$ cat config.mk
export PLATFORM = sky130hd
export DESIGN_NAME = fetch_unit
export DESIGN_NICKNAME = d
export VERILOG_FILES = /design/src/rtl/fetch_unit_pkg.sv /design/src/rtl/fetch_unit_call_stack.sv /design/src/rtl/fetch_unit.sv
export SDC_FILE = /design/constraint.sdc
export NUM_CORES = 1
export LEC_CHECK = 0
export ABC_AREA = 0
export CAP_MARGIN = 25
export CORE_ASPECT_RATIO = 0.5
export CORE_MARGIN = 1
export CORE_UTILIZATION = 54
export CTS_CLUSTER_DIAMETER = 60
export DETAILED_ROUTE_END_ITERATION = 10
export PLACE_DENSITY = 0.88
export SYNTH_ARGS = -nofsm -noshare
export SYNTH_HDL_FRONTEND = slang
export SYNTH_HIERARCHICAL = 1
export SYNTH_SLANG_ARGS = --single-unit
$ cat constraint.sdc
create_clock -name clock -period 2.55 [get_ports clock]
set_input_delay 0.255 -clock clock [delete_from_list [all_inputs] [get_ports clock]]
set_output_delay 0.255 -clock clock [all_outputs]
set_load 0.01 [all_outputs]
$ cat src/rtl/fetch_unit_pkg.sv
// Shared definitions for the fetch stage: bus-cycle phase encodings and PC width.
// The phase order matches the nibble-serial bus: three address, two memory, three execute.
package fetch_unit_pkg;

  localparam int PC_WIDTH = 12;

  typedef enum logic [2:0] {
    PH_A1 = 3'd0,
    PH_A2 = 3'd1,
    PH_A3 = 3'd2,
    PH_M1 = 3'd3,
    PH_M2 = 3'd4,
    PH_X1 = 3'd5,
    PH_X2 = 3'd6,
    PH_X3 = 3'd7
  } phase_t;

  // X3 rolls over into A1 through natural 3-bit wrap.
  function automatic phase_t next_phase(input phase_t ph);
    return phase_t'(ph + 3'd1);
  endfunction

endpackage

$ cat src/rtl/fetch_unit_call_stack.sv
// Circular return-address stack; overflow overwrites the oldest entry and
// underflow simply wraps the pointer, with no error indication.
module call_stack
  import fetch_unit_pkg::*;
#(
  parameter int DEPTH = 3
) (
  input  logic                clock,
  input  logic                reset,
  input  logic                push,
  input  logic                pop,
  input  logic [PC_WIDTH-1:0] push_data,
  output logic [PC_WIDTH-1:0] pop_data
);

  localparam int SP_W = (DEPTH > 1) ? $clog2(DEPTH) : 1;
  localparam logic [SP_W-1:0] SP_LAST = SP_W'(DEPTH - 1);

  logic [PC_WIDTH-1:0] entries [DEPTH];
  logic [SP_W-1:0]     sp;
  logic [SP_W-1:0]     sp_inc;
  logic [SP_W-1:0]     sp_dec;

  // pop_data is the entry a pop would land on, so the PC can load it in the same edge.
  always_comb begin
    sp_inc   = (sp == SP_LAST) ? '0 : sp + 1'b1;
    sp_dec   = (sp == '0) ? SP_LAST : sp - 1'b1;
    pop_data = entries[sp_dec];
  end

  always_ff @(posedge clock or posedge reset) begin
    if (reset) begin
      sp <= '0;
      for (int i = 0; i < DEPTH; i++) entries[i] <= '0;
    end else if (pop) begin
      sp <= sp_dec;
    end else if (push) begin
      entries[sp] <= push_data;
      sp          <= sp_inc;
    end
  end

endmodule

$ cat src/rtl/fetch_unit.sv
// Instruction fetch/sequencing stage: runs the 8-phase nibble bus cycle, latches
// instruction words and steers the program counter from the decoder strobes.
module fetch_unit
  import fetch_unit_pkg::*;
#(
  parameter int STACK_DEPTH = 3
) (
  input  logic                clock,
  input  logic                reset,
  input  logic                halt,
  input  logic [3:0]          data_in,
  output logic [3:0]          addr_out,
  output logic                addr_valid,
  output logic                sync,
  output logic [3:0]          inst_opr,
  output logic [3:0]          inst_opa,
  output logic [7:0]          imm,
  output logic                inst_valid,
  output logic                second_word,
  input  logic                two_word,
  input  logic                jump_short,
  input  logic                jump_long,
  input  logic                call,
  input  logic                ret,
  output logic [PC_WIDTH-1:0] pc
);

  phase_t phase;
  phase_t phase_next;

  logic two_word_q;
  logic ret_q;
  logic call_q;
  logic jump_long_q;
  logic jump_short_q;

  logic                pc_update;
  logic                do_push;
  logic                do_pop;
  logic [PC_WIDTH-1:0] pc_plus1;
  logic [PC_WIDTH-1:0] pc_next;
  logic [PC_WIDTH-1:0] stack_top;

  always_ff @(posedge clock or posedge reset) begin
    if (reset) phase <= PH_A1;
    else       phase <= phase_next;
  end

  // Phase sequencing plus the purely phase-decoded bus outputs.
  always_comb begin
    phase_next = phase;
    addr_out   = '0;
    addr_valid = 1'b0;
    sync       = 1'b0;
    inst_valid = 1'b0;
    if (!halt) phase_next = next_phase(phase);
    case (phase)
      PH_A1: begin addr_out = pc[3:0];  addr_valid = 1'b1; end
      PH_A2: begin addr_out = pc[7:4];  addr_valid = 1'b1; end
      PH_A3: begin addr_out = pc[11:8]; addr_valid = 1'b1; end
      PH_X1: inst_valid = 1'b1;
      PH_X3: sync = 1'b1;
      default: ;
    endcase
  end

  // Strobes were already gated by second_word when they were registered in X1.
  always_comb begin
    pc_update = !halt && (phase == PH_X3);
    do_pop    = pc_update && ret_q;
    do_push   = pc_update && call_q && !ret_q;
    pc_plus1  = pc + 1'b1;
    if (ret_q)                      pc_next = stack_top;
    else if (call_q || jump_long_q) pc_next = {inst_opa, imm};
    else if (jump_short_q)          pc_next = {pc[11:8], imm};
    else                            pc_next = pc_plus1;
  end

  always_ff @(posedge clock or posedge reset) begin
    if (reset) begin
      pc           <= '0;
      inst_opr     <= '0;
      inst_opa     <= '0;
      imm          <= '0;
      second_word  <= 1'b0;
      two_word_q   <= 1'b0;
      ret_q        <= 1'b0;
      call_q       <= 1'b0;
      jump_long_q  <= 1'b0;
      jump_short_q <= 1'b0;
    end else if (!halt) begin
      case (phase)
        PH_M1: begin
          if (second_word) imm[7:4] <= data_in;
          else             inst_opr <= data_in;
        end
        PH_M2: begin
          if (second_word) imm[3:0] <= data_in;
          else             inst_opa <= data_in;
        end
        PH_X1: begin
          two_word_q   <= two_word && !second_word;
          ret_q        <= ret && !second_word;
          call_q       <= call && second_word;
          jump_long_q  <= jump_long && second_word;
          jump_short_q <= jump_short && second_word;
        end
        PH_X3: begin
          pc          <= pc_next;
          second_word <= two_word_q;
        end
        default: ;
      endcase
    end
  end

  call_stack #(
    .DEPTH (STACK_DEPTH)
  ) u_call_stack (
    .clock     (clock),
    .reset     (reset),
    .push      (do_push),
    .pop       (do_pop),
    .push_data (pc_plus1),
    .pop_data  (stack_top)
  );

endmodule

**After elaboration in Yosys (flattened, before gate mapping)**

Index checks and enable logic that the tools add are counted.

- Reduce and logical (&&, ||, !) cells: 26
- $add $sub $neg: 4
- Mux-type cells: 17
- Equal/unequal tests: 8
- Bitwise operators: 5
- Magnitude comparators: 3

Operator list:

| kind | number |
|---|---|
| $mux 12 | 6 |
| $bwmux 36 | 1 |
| $bmux 12 s2 | 1 |
| $demux 12 s2 | 1 |
| $reduce_and 3->1 | 5 |
| $add 12x1->12 const B | 1 |
| $pmux 4 s3 | 1 |
| $logic_and 1x1->1 | 10 |
| $eq 3x3->1 const B | 3 |
| $mux 2 | 4 |
| $eq 3x2->1 const B | 2 |
| $ge 3x3->1 const B | 2 |
| $not 2->3 | 2 |
| $reduce_and 2->1 | 3 |
| $add 3x1->3 const B | 1 |
| $eq 3x1->1 const B | 1 |
| $logic_not 1->1 | 3 |
| $logic_not 3->1 | 1 |
| $lt 3x1->1 const B | 1 |
| $mux 1 | 3 |
| $ne 3x2->1 const B | 1 |
| $not 1->1 | 3 |
| $reduce_or 3->1 | 1 |
| $add 2x1->2 const B | 1 |
| other kinds (5) | 5 |

- Input bits: 12
- Logic and storage cells: 80
- Output and inout bits: 36
- Bits in registers: 75

**Depth between registers and ports, before layout**

Gate-level depths: netlist of run 1.

- Word-level depth: 7
- Mapped depth: 9
- Gate-level depth less buffers: 8

**Hierarchy**

Netlist of run 1, hierarchy kept.

By module, submodules not included:

| module | seq. area each (µm²) | area an instance (µm²) | cells an instance | times used |
|---|---|---|---|---|
| fetch_unit | 925.9 | 2127.0 | 223 | 1 |
| call_stack | 950.9 | 1949.4 | 126 | 1 |

**Least setup slack after synthesis of run 1**

Ideal clock, no wire load.

- Path type: register -> register
- From: reg u_call_stack.sp[0]
- To: reg pc[7]
- Required time: 2.414 ns
- Path buffers: 1
- Clock period less this slack: 2.238 ns
- Slack: 0.312 ns
- Setup time: 0.136 ns
- Cell stages (with the launch flop): 10
- Data arrival time: 2.102 ns
- Cells stage by stage: dfrtp_1 inv_1 ha_1 buf_4 mux2_2 a22o_1 and2_1 a311oi_1 a21oi_1 a2bb2oi_1

- Cells in the longest elaborated chain, start to end: 7
- Elaborated cells on any way between the ends: 8
- Classes of those cells: add/sub: 1; mux: 5; bitwise: 1; reduce/logical: 1

Ends and longest elaborated chain:

| what | line | text |
|---|---|---|
| from (decl) | fetch_unit_call_stack.sv:20 | `logic [SP_W-1:0] sp;` |
| from (signal assigned) | fetch_unit_call_stack.sv:36 | `sp <= sp_dec;` |
| from (signal assigned) | fetch_unit_call_stack.sv:39 | `sp <= sp_inc;` |
| $sub 2x1->2 / $logic_not 2->1 (equally long branches) | fetch_unit_call_stack.sv:27 | `sp_dec = (sp == '0) ? SP_LAST : sp - 1'b1;` |
| $mux 2 * | fetch_unit_call_stack.sv:27 |  |
| $not 2->3 (implied by the code) * | fetch_unit_call_stack.sv:28 | `pop_data = entries[sp_dec];` |
| $bmux 12 s2 * | fetch_unit_call_stack.sv:28 |  |
| $mux 12 (implied by the code) * (2 in a row) | fetch_unit_call_stack.sv:28 |  |
| named net stack_top[7] | fetch_unit.sv:42 | `logic [PC_WIDTH-1:0] stack_top;` |
| $mux 12 * | fetch_unit.sv:73 | `if (ret_q) pc_next = stack_top;` |
| to (signal assigned) | fetch_unit.sv:109 | `pc <= pc_next;` |
| to (decl) | fetch_unit.sv:25 | `output logic [PC_WIDTH-1:0] pc` |

The timed path passes the listed nets; every way through them passes the cells marked *. The select of a mux whose other input is x is not followed.
A chain may end at the register's enable or synchronous reset.

**Final worst setup path of run 1**

- From: reg phase[0]
- To: reg u_call_stack/entries[5] in the netlist's numbering

- Cells in the longest elaborated chain, start to end: 5
- Elaborated cells on any way between the ends: 7
- Classes of those cells: eq/ne: 1; bitwise: 1; reduce/logical: 5

Ends and longest elaborated chain:

| what | line | text |
|---|---|---|
| from (decl) | fetch_unit.sv:28 | `phase_t phase;` |
| from (signal assigned) | fetch_unit.sv:46 | `else phase <= phase_next;` |
| $eq 3x3->1 | fetch_unit.sv:69 | `pc_update = !halt && (phase == PH_X3);` |
| $logic_and 1x1->1 | fetch_unit.sv:69 |  |
| $logic_and 1x1->1 (2 in a row) | fetch_unit.sv:71 | `do_push = pc_update && call_q && !ret_q;` |
| named net do_push | fetch_unit.sv:38 | `logic do_push;` |
| $reduce_and 2->1 (no line) | -- |  |
| to (signal, indexed assignment) | fetch_unit_call_stack.sv:38 | `entries[sp] <= push_data;` |
| to (decl) | fetch_unit_call_stack.sv:19 | `logic [PC_WIDTH-1:0] entries [DEPTH];` |

The timed path passes the listed nets, and every way through them passes these cells.

==> results of run 1 <==
-- sequential cells by signal, indices dropped and copies added (netlist names) --
| name | flops |
|---|---|
| jump_short_q | 1 |
| u_call_stack/entries | 36 |
| inst_opr | 4 |
| imm | 8 |
| ret_q | 1 |
| two_word_q | 1 |
| call_q | 1 |
| inst_opa | 4 |
| u_call_stack/sp | 2 |
| jump_long_q | 1 |
| second_word | 1 |
| pc | 12 |
| phase | 3 |
-- synthesized netlist by cell type, drive strengths merged, types with 2 or more instances --
cell type  number  area share [%]
dfrtp          75              46
mux2           60              19
nand2          32             2.9
o21ai          20             2.5
mux2i          15             3.7
inv            14             1.3
ha             13             4.0
nor2           12             1.1
nand2b         11             1.7
a22o            8             1.7
buf             7             1.5
a21oi           6            0.74
clkbuf          6            0.55
xnor2           6             1.3
nand3           5            0.74
nor2b           5            0.77
nor3            5            0.74
a22oi           4            0.74
a31oi           4            0.61
nand3b          4             1.0
or3             4            0.61
and3            3            0.46
o22ai           3            0.61
xor2            3            0.64
a21o            2            0.37
a221oi          2            0.43
a311oi          2            0.43
and2            2            0.31
o21a            2            0.37
o311ai          2            0.43
or2             2            0.31
-- kinds of logic (layout without fill, tap and decap cells) --
kind of cell	after synthesis	in the layout	synth area share, %
AOI/OAI and AO/OA	61	61	10.2
xor gates and xnor gates	9	9	1.93
adders and majority gates	13	13	3.99
and+or+nand+nor	89	89	11.5
muxes	75	75	23.0
DFF	75	75	46.0
buffers and inverters	27	86	3.35
-- timing repair --
| item | CTS | global route |
|---|---|---|
| resized for setup | 0 | 1 |
| setup endpoints to repair | 0 | 41 |
| buffers inserted | 0 | 0 |
-- power breakdown --
group | switching, mW | internal (mW)
clock network | 0.476 | 0.833
logic | 1.22 | 1.23
registers | 0.438 | 1.55
total | 2.14 | 3.62
-- layer usage --
| metal | wire length (µm) | part of all wire, % |
|---|---|---|
| met5 | 0 | 0 |
| met2 | 4550 | 45 |
| met1 | 4730 | 47 |
| met3 | 559 | 5.6 |
| met4 | 167 | 1.7 |
-- final timing paths --
path	startpoint	endpoint	depth (start not counted)
setup / recovery	phase[0]	u_call_stack/entries[5]	6
hold / removal	reset	u_call_stack/entries[6]	3
setup reg to reg	phase[0]	u_call_stack/entries[5]	6
hold reg to reg	two_word_q	second_word	2
max in group asynchronous	reset	pc[3]	3
min in group clock	jump_long	jump_long_q	3
-- final cells by class --
cell class                      count  area share (%)
Timing Repair Buffer               56            10.8
Clock inverter                      4           0.958
Clock buffer                       12            5.37
Sequential cell                    75            37.8
Multi-Input combinational cell    247            41.6
Inverter                           14            1.06
Tap cell                           92            2.32
-- critical path: cells and delay by family (launching register included) --
kind                       cells  cell delay [ns]
adders and majority gates      2             0.42
DFF                            1             0.43
muxes                          1             0.43
and+or+nand+nor                3             1.18
-- stage by stage --
| stage | power, mW | utilization (%) |
|---|---|---|
| 5_1_grt | 6.05 | 71.0 |
| 4_1_cts | 5.73 | 71.0 |
| 3_3_place_gp | 4.26 | 66.5 |
| 2_1_floorplan | 3.33 | - |
| 6_report | 5.76 | 71.0 |
| 3_5_place_dp | 4.39 | 66.5 |
==> results.yml, run 1 <==
status:
  outcome: "finished with violations"
  violations: "setup timing"
critical_path:
  rrSetupSlack_ns: -0.03
  path_cells: "ha_1, ha_1, nor2b_1, and3_1, nand3b_2, mux2_4"
  cpPeakStageDelay_ns: 0.43
  cp_slowest_cell: "dfrtp_1"
  end_kind: "flop"
  critPathKind: "flop to flop"
  path_common_cell: "ha_1"
  crit_fanout: 12
  arrival_ns: 2.80
  critical_path.startpoint_type: "flop"
  required_ns: 2.78
placed_design:
  hpwl_um: 7090
  placement.io_buffers: 47
  placed_cell_area_mm2: 0.00465
  placed_cells: 484
  gp_congestion: 0.915
  dp_slack_ns: 0.0511
logic_synthesis:
  synth_nets: 374
  async_flop_share_pct: 100
  ys_ff_latch: 75
  yosysSeqAreaShare_pct: 46.0
  ys_warn_count: 6
  syn_area_per_cell_um2: 11.7
  synth_edf_count: 0
  netlist_area_mm2: 0.00408
  synth_cell_types: 51
  ys.flop_type: "dfrtp_1"
  netlist_instances: 349
detailed_routing:
  drc_errors: 0
  drt-initial-drc-count: 271
  routedWlPerCell_um: 20.0
  ant_nets: 0
  viasPerCell: 5.93
  vias: 2965
  drtPass1Iterations: 5
  wl_um: 10000
sta:
  rsz0062_at_grt: "yes"
  clock_skew_ns: 0.00500
  hold_slack_ns: 0.350
  finalCritPeriodShare_pct: 101
  maxSlewViolCount: 0
  worst_pin_slew_ns: 0.679
  setup_viol: 35
  tns_ns: -0.532
  maxSlewHeadroom_pct: 54.5
  fmax_mhz: 388
  finalHoldViolations: 0
  setup_ws_ns: -0.0264
  fin_crit_ns: 2.58
finish:
  num-fill-cells: 488
  syn_to_final_growth_pct: 21.7
  drive_gt1_share_pct: 23.0
  antenna_cells: 0
  layout_commonest_cell: "dfrtp_1"
  multi_input_area_mm2: 0.00207
  seq_area_mm2: 0.00188
  nNetsFinal: 428
  fin_area_mm2: 0.00496
  layout_common_cells: "dfrtp_1, clkdlybuf4s50_1, nand2_1"
  final_cells: 500
grt:
  first_global_vias: 3103
  use_met3_pct: 6.80
  antenna_found_initial: 0
  grt_util_met2_pct: 44.5
  use_met1_pct: 37.9
  grt_max_degree: 39
  top_usage_layer: "met2"
  grt_usage_pct: 28.0
  overflow: 0
  grt_pass1_wl_um: 16700
clocking:
  max-clock-path-buffers: 2
  ctsRootBufferMaster: "clkbuf_16"
  clk_latency_ns: 0.34
  h-tree-depth: 3
  clk_pin_slew_ns: 0.06
  cts_hold_buf: 0
  cts_tree: "done"
  cts_buffers: 9
  clkSinkCount: 75
die:
  core_mm2: 0.00699
  io_pins: 48
  die_w_um: 125
  rows: 21
  dieHeight_um: 63.4
  die_area_mm2: 0.00792
  start_util_pct: 58.3
worst_hold_path:
  hold_class: "input pin to async pin"
power:
  ir_drop_mv: 0.721
  leakagePower_nw: 2.37
  p_per_area_mw_per_mm2: 1160
job:
  max_cap_violations: 0
(Power assumes the default switching activity.)
==> run 2: changes to the inputs <==
--- a/config.mk
+++ b/config.mk
@@ -12,8 +12,7 @@
 export CORE_UTILIZATION = 54
 export CTS_CLUSTER_DIAMETER = 60
 export DETAILED_ROUTE_END_ITERATION = 10
-export PLACE_DENSITY = 0.88
+export PLACE_DENSITY = 0.89
 export SYNTH_ARGS = -nofsm -noshare
 export SYNTH_HDL_FRONTEND = slang
-export SYNTH_HIERARCHICAL = 1
 export SYNTH_SLANG_ARGS = --single-unit
==> results.yml, run 2 <==
power:
  p_sw_mw: 2.00
  p_int_mw: 3.31
  power_mw: 5.31
  p_seq_share_pct: 36.9
  pwr-share-clk_pct: 23.4
  combPwrFrac_pct: 39.8
  ir_drop_mv: 0.702
  switching_share_pct: 37.7
  p_per_area_mw_per_mm2: 1120
  leakagePower_nw: 2.02
logic_synthesis:
  ys_warn_count: 0
  ys_ff_latch: 75
  synth_edf_count: 0
  synth.most_common_cell: "dfrtp_1"
  synth_cell_types: 48
  synth_top_area_share_pct: 48.5
  netlist_area_mm2: 0.00387
  syn_area_per_cell_um2: 9.84
  yosys-top-cells-area: "dfrtp_1, nand2_1, o21ai_0, mux2_2, ha_1"
  synth_nets: 418
  yosysSeqAreaShare_pct: 48.5
  synth_common_cells: "dfrtp_1, nand2_1, o21ai_0"
  netlist_instances: 393
  yosys.area.top_type: "dfrtp_1"
  ys.flop_type: "dfrtp_1"
  async_flop_share_pct: 100
finish:
  top_regs: "u_call_stack.entries x36, pc x12, imm x8"
  nNetsFinal: 462
  antenna_cells: 0
  regMostFlops: "u_call_stack.entries"
  syn_to_final_growth_pct: 22.3
  layout_common_cells: "dfrtp_1, nand2_1, o21ai_0"
  largest_reg_flops: 36
  num-fill-cells: 460
  drive_gt1_share_pct: 13.6
  layout_commonest_cell: "dfrtp_1"
  final_util_pct: 69.6
detailed_routing:
  drc_errors: 0
  drt-initial-drc-count: 313
  ant_nets: 0
  routedWlPerCell_um: 18.5
  vias: 3297
  drtPass1Iterations: 5
  viasPerCell: 6.17
  wl_um: 9880
sta:
  maxSlewHeadroom_pct: 53.8
  clock_skew_ns: 0.00628
  setup_viol: 0
  fin_crit_ns: 2.40
  worst_pin_slew_ns: 0.692
  hold_slack_ns: 0.349
  maxSlewViolCount: 0
  finalHoldViolations: 0
  rsz0062_at_grt: "no"
  tns_ns: 0
  fmax_mhz: 417
  finalCritPeriodShare_pct: 94.0
die:
  core_mm2: 0.00681
  io_pins: 48
  start_util_pct: 56.8
  rows: 21
  dieHeight_um: 61.9
  die_w_um: 122
  die_area_mm2: 0.00753
critical_path:
  r2r_cells: 7
  required_ns: 2.30
  crit_fanout: 5
  rr_endpoint: "pc[4]"
  critical_path.startpoint_type: "flop"
  critPathKind: "flop to output pin"
  rrSetupSlack_ns: 0.44
  reg2reg_from: "u_call_stack.sp[0]"
  arrival_ns: 2.14
  end_kind: "output pin"
placed_design:
  gp_congestion: 1.00
  placement.io_buffers: 47
  hpwl_um: 6720
clocking:
  clk_latency_ns: 0.33
  h-tree-depth: 3
  clkSinkCount: 75
  cts_buffers: 9
  cts_tree: "done"
  ctsRootBufferMaster: "clkbuf_16"
  clk_pin_slew_ns: 0.06
  max-clock-path-buffers: 2
grt:
  first_global_vias: 3066
  grt_pass1_wl_um: 15700
  overflow: 0
  grt_max_degree: 33
  grt_usage_pct: 28.4
  antenna_found_initial: 0
job:
  max_cap_violations: 0
worst_hold_path:
  hold_class: "input pin to async pin"
status:
  outcome: "finished, final reports clean"
## run 2: changes by cell type after synthesis, moves of 6 or more
cell	before	now
nand2_1	32	69
nand2b_1	11	3
mux2_4	30	0
inv_1	14	7
nand3_1	4	14
a22o_1	8	0
clkbuf_1	6	17
o211ai_1	0	6
o21ai_0	16	51
mux2_2	30	21
## run 2: kinds of logic (layout without fill, tap and decap cells)
group | count (synthesis) | count (layout) | share of synthesized area (%)
multiplexers | 34 | 34 | 9.48
buffers and inverters | 34 | 83 | 3.95
XOR/XNOR | 9 | 9 | 2.04
AO/OA/AOI/OAI | 98 | 98 | 15.7
AND/OR/NAND/NOR | 130 | 130 | 16.1
adder cells (fa/ha/maj) | 13 | 13 | 4.20
flip-flops | 75 | 75 | 48.5
## run 2: worst max path at each step
stage | startpoint | endpoint | slack (ns) | depth (start not counted)
floorplan | reset | call_q | 0.39 | 1
global placement | halt | pc[10] | 0.46 | 5
detailed placement | halt | pc[11] | 0.43 | 5
CTS | phase[0] | addr_out[0] | 0.06 | 6
global route | phase[1] | addr_out[0] | 0.08 | 6
finish | phase[1] | addr_out[0] | 0.15 | 6
## run 2: final cells by class
type,count,area [µm²],area share (%)
flip-flops and latches,75,1880,39.7
multi-input cells,284,1850,39.0
repair buffers,60,581,12.3
clock inverters,4,51.3,1.08
clock buffers,12,236,5.00
well taps,92,115,2.43
inverters,7,26.3,0.555
## run 2: what timing repair did
item	in CTS	in global routing
buffers inserted	0	0
gates resized for setup	1	2
hold buffers	0	0
gates cloned	0	0
setup endpoints to repair	1	1
## run 2: critical path, stage by stage, from the launching register on
cell	delay (ns)
dfrtp_1	0.41
inv_1	0.10
ha_1	0.18
nor2b_2	0.32
a22oi_1	0.14
nand2_1	0.11
clkdlybuf4s50_1	0.55
## run 2: power by group through the flow
stage          clock network, mW  logic [mW]  registers (mW)
2_1_floorplan                  0        1.23            1.82
3_3_place_gp                   0        1.99            1.94
3_5_place_dp                   0        2.04            1.95
4_1_cts                     1.24        2.09            1.93
5_1_grt                     1.30        2.28            2.00
6_report                    1.24        2.11            1.96
## run 2: per-stage QoR
stage,cells,setup slack (ns),instance area (µm²)
6_report,534,0.154,4730
5_1_grt,534,0.0824,4730
4_1_cts,534,0.0634,4730
3_5_place_dp,518,0.433,4440
3_3_place_gp,518,0.458,4440
2_1_floorplan,393,0.385,3870
## run 2: routing by layer
metal	up-vias	part of all wire [%]	GRT usage, %
met4	0	1.9	10.1
met2	192	45	45.1
li1	1472	-	-
met3	24	11	9.31
met5	-	0	0
met1	1609	42	37.4
==> run 3: changes to the inputs <==
--- a/config.mk
+++ b/config.mk
@@ -6,7 +6,7 @@
 export NUM_CORES = 1
 export LEC_CHECK = 0
 export ABC_AREA = 0
-export CAP_MARGIN = 25
+export CAP_MARGIN = 20
 export CORE_ASPECT_RATIO = 0.5
 export CORE_MARGIN = 1
 export CORE_UTILIZATION = 54
==> results of run 3 <==
Final layout, timing and power as in run 2 (identical DEF).
